**config.mk**
```make
export PLATFORM = sky130hd
export DESIGN_NAME = uart_cmd_parser
export DESIGN_NICKNAME = d
export VERILOG_FILES = /design/src/rtl/uart_cmd_parser.sv
export SDC_FILE = /design/constraint.sdc
export NUM_CORES = 1
export LEC_CHECK = 0
export ABC_AREA = 1
export ABC_CLOCK_PERIOD_IN_PS = 1850
export CAP_MARGIN = 20
export CORE_MARGIN = 2
export CORE_UTILIZATION = 44
export DETAILED_ROUTE_END_ITERATION = 8
export HOLD_SLACK_MARGIN = 0.15
export PLACE_DENSITY = 0.66
export REMOVE_ABC_BUFFERS = 1
export SKIP_LAST_GASP = 1
export SLEW_MARGIN = 5
export SYNTH_ARGS = -nofsm -noshare
export SYNTH_HDL_FRONTEND = slang
export SYNTH_SLANG_ARGS = --single-unit
```
**constraint.sdc**
```tcl
create_clock -name i_clock -period 1.85 [get_ports i_clock]
set_input_delay 0.37 -clock i_clock [delete_from_list [all_inputs] [get_ports i_clock]]
set_output_delay 0.37 -clock i_clock [all_outputs]
set_load 0.005 [all_outputs]
```
**src/rtl/uart_cmd_parser.sv**
```systemverilog
// uart_cmd_parser: framed host-command decoder sitting between the UART
// receiver and the SPI master / UART transmitter. Assembles W/Q/R/P frames,
// launches SPI register transfers, pulses the global reset, and returns one
// response byte per command. Byte and SPI timeouts turn into a '?' response.
module uart_cmd_parser #(
  parameter int BYTE_TIMEOUT_CLKS = 5000000,
  parameter int SPI_TIMEOUT_CLKS  = 50000
) (
  input  logic       i_clock,
  input  logic       i_reset,
  input  logic       i_rx_dv,
  input  logic [7:0] i_rx_byte,
  output logic       o_spi_start,
  output logic [7:0] o_spi_upper,
  output logic [7:0] o_spi_lower,
  input  logic       i_spi_done,
  input  logic [7:0] i_spi_rx_byte,
  output logic       o_tx_dv,
  output logic [7:0] o_tx_byte,
  input  logic       i_tx_active,
  input  logic       i_tx_done,
  output logic       o_reset_all,
  output logic       o_cmd_error,
  output logic       o_busy
);

  localparam int BW = (BYTE_TIMEOUT_CLKS > 2) ? $clog2(BYTE_TIMEOUT_CLKS) : 1;
  localparam int SW = (SPI_TIMEOUT_CLKS  > 2) ? $clog2(SPI_TIMEOUT_CLKS)  : 1;
  localparam logic [BW-1:0] BYTE_TC = BW'(BYTE_TIMEOUT_CLKS - 1);
  localparam logic [SW-1:0] SPI_TC  = SW'(SPI_TIMEOUT_CLKS - 1);

  localparam logic [7:0] OP_W    = 8'h57;
  localparam logic [7:0] OP_Q    = 8'h51;
  localparam logic [7:0] OP_R    = 8'h52;
  localparam logic [7:0] OP_P    = 8'h50;
  localparam logic [7:0] RSP_OK  = 8'h4B;
  localparam logic [7:0] RSP_ERR = 8'h3F;

  typedef enum logic [2:0] {
    S_IDLE, S_GET_ADDR, S_GET_DATA, S_SPI_START,
    S_SPI_WAIT, S_RST_PULSE, S_TX_SEND, S_TX_WAIT
  } state_t;

  state_t          r_state, w_state_nxt;
  logic            r_is_q, w_is_q_nxt;
  logic [7:0]      r_spi_upper, w_upper_nxt;
  logic [7:0]      r_spi_lower, w_lower_nxt;
  logic [7:0]      r_tx_byte, w_tx_byte_nxt;
  logic            r_spi_start, r_tx_dv, r_reset_all, r_cmd_error, r_busy;
  logic [BW-1:0]   r_byte_cnt;
  logic [SW-1:0]   r_spi_cnt;
  logic            w_fire, w_err, w_resp_go;
  logic [7:0]      w_resp;
  logic            w_byte_run, w_spi_run;

  // Next-state, response selection and strobe decisions.
  always_comb begin
    w_state_nxt   = r_state;
    w_is_q_nxt    = r_is_q;
    w_upper_nxt   = r_spi_upper;
    w_lower_nxt   = r_spi_lower;
    w_tx_byte_nxt = r_tx_byte;
    w_fire        = 1'b0;
    w_err         = 1'b0;
    w_resp_go     = 1'b0;
    w_resp        = RSP_OK;
    case (r_state)
      S_IDLE: begin
        if (i_rx_dv) begin
          case (i_rx_byte)
            OP_W:    begin w_state_nxt = S_GET_ADDR; w_is_q_nxt = 1'b0; end
            OP_Q:    begin w_state_nxt = S_GET_ADDR; w_is_q_nxt = 1'b1; end
            OP_R:    w_state_nxt = S_RST_PULSE;
            OP_P:    w_resp_go = 1'b1;
            default: begin w_resp_go = 1'b1; w_resp = RSP_ERR; w_err = 1'b1; end
          endcase
        end
      end
      S_GET_ADDR: begin
        if (i_rx_dv) begin
          w_upper_nxt = i_rx_byte;
          if (r_is_q) begin
            w_lower_nxt = 8'h00;
            w_state_nxt = S_SPI_START;
          end else begin
            w_state_nxt = S_GET_DATA;
          end
        end else if (r_byte_cnt == BYTE_TC) begin
          w_resp_go = 1'b1; w_resp = RSP_ERR; w_err = 1'b1;
        end
      end
      S_GET_DATA: begin
        if (i_rx_dv) begin
          w_lower_nxt = i_rx_byte;
          w_state_nxt = S_SPI_START;
        end else if (r_byte_cnt == BYTE_TC) begin
          w_resp_go = 1'b1; w_resp = RSP_ERR; w_err = 1'b1;
        end
      end
      S_SPI_START: begin
        w_err       = i_rx_dv;
        w_state_nxt = S_SPI_WAIT;
      end
      S_SPI_WAIT: begin
        w_err = i_rx_dv;
        if (i_spi_done) begin
          w_resp_go = 1'b1;
          w_resp    = r_is_q ? i_spi_rx_byte : RSP_OK;
        end else if (r_spi_cnt == SPI_TC) begin
          w_resp_go = 1'b1; w_resp = RSP_ERR; w_err = 1'b1;
        end
      end
      S_RST_PULSE: begin
        w_err     = i_rx_dv;
        w_resp_go = 1'b1;
      end
      S_TX_SEND: begin
        w_err = i_rx_dv;
        if (!i_tx_active) begin
          w_fire      = 1'b1;
          w_state_nxt = S_TX_WAIT;
        end
      end
      S_TX_WAIT: begin
        w_err = i_rx_dv;
        if (i_tx_done) w_state_nxt = S_IDLE;
      end
      default: w_state_nxt = S_IDLE;
    endcase
    // Entering the send phase: o_tx_dv is registered, so when the
    // transmitter is already idle the strobe is issued on the entry cycle
    // and the FSM lands directly in TX_WAIT.
    if (w_resp_go) begin
      w_tx_byte_nxt = w_resp;
      if (!i_tx_active) begin
        w_fire      = 1'b1;
        w_state_nxt = S_TX_WAIT;
      end else begin
        w_state_nxt = S_TX_SEND;
      end
    end
  end

  assign w_byte_run = ((r_state == S_GET_ADDR) || (r_state == S_GET_DATA)) &&
                      (w_state_nxt == r_state) && !i_rx_dv;
  assign w_spi_run  = (r_state == S_SPI_WAIT) && (w_state_nxt == S_SPI_WAIT);

  // State, latched frame fields and registered output strobes.
  always_ff @(posedge i_clock) begin
    if (i_reset) begin
      r_state     <= S_IDLE;
      r_is_q      <= 1'b0;
      r_spi_upper <= 8'h00;
      r_spi_lower <= 8'h00;
      r_tx_byte   <= 8'h00;
      r_spi_start <= 1'b0;
      r_tx_dv     <= 1'b0;
      r_reset_all <= 1'b0;
      r_cmd_error <= 1'b0;
      r_busy      <= 1'b0;
    end else begin
      r_state     <= w_state_nxt;
      r_is_q      <= w_is_q_nxt;
      r_spi_upper <= w_upper_nxt;
      r_spi_lower <= w_lower_nxt;
      r_tx_byte   <= w_tx_byte_nxt;
      r_spi_start <= (w_state_nxt == S_SPI_START);
      r_tx_dv     <= w_fire;
      r_reset_all <= (w_state_nxt == S_RST_PULSE);
      r_cmd_error <= w_err;
      r_busy      <= (w_state_nxt != S_IDLE);
    end
  end

  // Timeout counters: clear whenever the waiting phase is (re)started or
  // left, saturate at the terminal count.
  always_ff @(posedge i_clock) begin
    if (i_reset || !w_byte_run)     r_byte_cnt <= '0;
    else if (r_byte_cnt != BYTE_TC) r_byte_cnt <= r_byte_cnt + 1'b1;
    if (i_reset || !w_spi_run)      r_spi_cnt  <= '0;
    else if (r_spi_cnt != SPI_TC)   r_spi_cnt  <= r_spi_cnt + 1'b1;
  end

  assign o_spi_start = r_spi_start;
  assign o_spi_upper = r_spi_upper;
  assign o_spi_lower = r_spi_lower;
  assign o_tx_dv     = r_tx_dv;
  assign o_tx_byte   = r_tx_byte;
  assign o_reset_all = r_reset_all;
  assign o_cmd_error = r_cmd_error;
  assign o_busy      = r_busy;

endmodule

```
==> flow_summary.ini <==
[run_status]
status = finished, final reports clean

[floorplanning]
fp.dieW_um = 96.47
rows = 33
dieArea_sq_um = 9306
initial_core_util = 0.4556
fp.dieH_um = 96.47
core_sq_um = 8258
pin_count = 51

[hold_path]
hold_path_class = input pin to flop
hold_start = i_rx_byte[7]

[timing]
fin_worst_skew_ps = 7.111
worst_pin_slew_ps = 346.5
rsz0062_at_grt = yes
maxSlewHeadroom = 0.7672
max_freq_mhz = 563.2
min_period_ps = 1776
maxSlewViolCount = 0
finalSetupViolations = 0
hold_violations = 0
period_share = 0.9598

[clock_tree]
clkLatencyLatePin_ps = 350
cts_tree = done
clk_pin_slew_worst_paths_ps = 80
cts.htree.levels = 3
cts_root_buffer = clkbuf_8
clock_sink_count = 72
numCtsBuffers = 9
cts_buffer_depth = 2
hold_buffers = 0

[logic_synthesis]
yosys_warnings = 0
ys_ff_latch = 72
synth_top_area_cell = dfxtp_1
async_reset_ff_frac = 0
ys_top_cells_by_count = 83 x nand2_1, 72 x dfxtp_1, 65 x inv_1
syn_avg_cell_area_sq_um = 7.601
synth_top_area_frac = 0.3831
synth.most_common_cell = nand2_1
synth-main-ff-cell = dfxtp_1
ys_types = 34
netlist_area_sq_um = 3762
synth_edf_count = 0
netlist_instances = 495
synthTopCellsByArea = dfxtp_1 38%, nand2_1 8.3%, inv_1 6.5%
yosysSeqAreaShare = 0.3831

[global_route]
grt-ovfl-total = 0
grt_pass1_vias = 3177
grt_first_pass_wirelength_um = 14190
grt_usage = 0.1955
grt_max_degree = 18
antenna_found_initial = 0

[cells_and_area]
n_antenna_cell = 0
area_growth_pct = 36.65
n_fill_cell = 756
fin_area_sq_um = 5141
fin_util = 0.6226
drive_gt1_frac = 0.2529
finalNetCount = 617
layout.cells.non_filler = 702

[setup_path]
crit_path_end_kind = flop
crit_cells = 9
cp.arrival_ps = 2060
reg2reg_to = r_byte_cnt[21]
crit_end = r_byte_cnt[10]
r2r_cells = 11
crit_buf_inv = 2
cpPeakStageDelay_ps = 480
path_max_fanout = 5
cp-startpoint = i_rx_byte[5]
cp_slowest_cell = clkdlybuf4s50_1
critPathRequiredTime_ps = 2130
startpoint_type = input pin
worstReg2RegStart = r_byte_cnt[1]
crit_chain = clkdlybuf4s50_1 -> nor3_2 -> nand3_1 -> nand3_2 -> nand4_4 -> o21ai_4 -> nand2_4 -> clkbuf_16 -> nor2_2
critPathTopFamily = simple AND/OR/NAND/NOR gates
rrSetupSlack_ps = 70
critPathKind = input pin to flop

[routing]
wl_per_cell_um = 12.42
viasPerCell = 4.783
dr.first_iter.drc_count = 113
ant_nets = 0
vias = 3358
drt_first_pass_iters = 4
wl_um = 8717
drc_errors = 0

[pwr]
irDropWorstVdd_uv = 820.5
p_leak_uw = 0.002032
powerDensity_nw_per_um2 = 1101

[run]
maxCapViolCount = 0

[placement]
dp.cells = 684
place.gp.congestion = 0.9071
hpwl_um = 6357
placed_area_sq_um = 4690
port_buffers = 50
## sequential cells by signal (all words and copies together) (netlist names)
| signal | cells |
|---|---|
| o_tx_byte | 8 |
| o_tx_dv | 1 |
| r_is_q | 1 |
| o_cmd_error | 1 |
| o_reset_all | 1 |
| o_busy | 1 |
| o_spi_start | 1 |
| r_spi_cnt | 16 |
| r_byte_cnt | 23 |
| o_spi_lower | 8 |
| o_spi_upper | 8 |
| r_state | 3 |
## cells by family (layout without fill, tap and decap cells)
group | Yosys count | after routing | synth area share
flops | 72 | 72 | 0.3831
simple gates | 259 | 259 | 0.3648
xor+xnor | 35 | 35 | 0.08347
buf+inv | 79 | 181 | 0.08713
mux | 2 | 2 | 0.005321
compound gates | 46 | 46 | 0.06951
fa+ha+maj | 2 | 2 | 0.006650
## tightest hold or removal path, delay by kind of cell
family	cells	cell delay, ps
compound gates	1	60
simple gates	1	80
buf+inv	1	160
## what timing repair did
item,in CTS,in global routing
endpoints found under the setup margin,0,44
gates resized for setup,0,32
setup buffers,0,1
## layout by cell type, fill, tap and decap left out, types with 2 or more instances in the layout
cell	netlist	routed
nand2_4	3	4
xor2_1	22	22
nor2_1	61	55
clkbuf_16	0	2
dfxtp_2	0	2
nand2_1	83	80
nand4_4	2	2
nand2_2	7	8
nand3_2	3	5
dlymetal6s2s_1	0	5
nor2_4	4	7
inv_1	65	65
nor2_2	31	34
nand3_1	23	21
bufinv_16	0	4
xnor2_1	12	12
a21oi_1	23	23
o211a_1	4	4
buf_4	0	39
buf_12	0	4
dfxtp_1	72	70
nor3_1	14	12
clkbuf_8	0	9
nor3_2	13	15
o21ai_4	0	2
clkdlybuf4s50_1	0	45
inv_2	5	4
o21ai_0	15	15
mux2i_1	2	2
nand4_1	10	10
## worst min-delay path by stage
stage / end / slack (ps) / cells past startpoint
2_1_floorplan: o_spi_lower[0] / 440 / 1
3_3_place_gp: o_spi_lower[3] / 450 / 2
3_5_place_dp: o_spi_lower[5] / 450 / 2
4_1_cts: o_spi_lower[5] / 460 / 2
5_1_grt: o_spi_lower[7] / 370 / 3
6_report: o_spi_lower[7] / 370 / 3
## report_power, final
part | total [uW] | internal, uW | switching [uW]
Combinational | 2170 | 1020 | 1150
Sequential | 1880 | 1750 | 128
Clock | 1610 | 1020 | 590
## final cells by class
class                      instances  area [sq um]  share of cell area
sequential                        72          1444              0.2808
clock inverter                     6         132.6             0.02580
timing repair buffer              96         947.2              0.1842
tap                              105         131.4             0.02555
multi-input combinational        344          2097              0.4079
inverter                          70         265.3             0.05159
clock buffer                       9         123.9             0.02409
## metrics by stage
step,hold WS [ps],total power [uW],worst slack [ps],setup TNS [ps]
final,370.4,5659,74.30,0
after global routing,374.6,5983,-28.29,-67.61
after floorplan,439.1,2963,-18.64,-37.27
after detailed placement,451.2,3820,-287.3,-11890
after global placement,445.4,3794,-213.3,-9347
after CTS,464.1,5449,18.23,0
## layer usage
metal  GRT usage  routed length, um  part of all wire
met1      0.2683               4224              0.48
met2      0.3032               4078              0.47
met3     0.03491                263             0.030
met4     0.08099                150             0.017
met5           0                  0                 0
(Power assumes the default switching activity.)
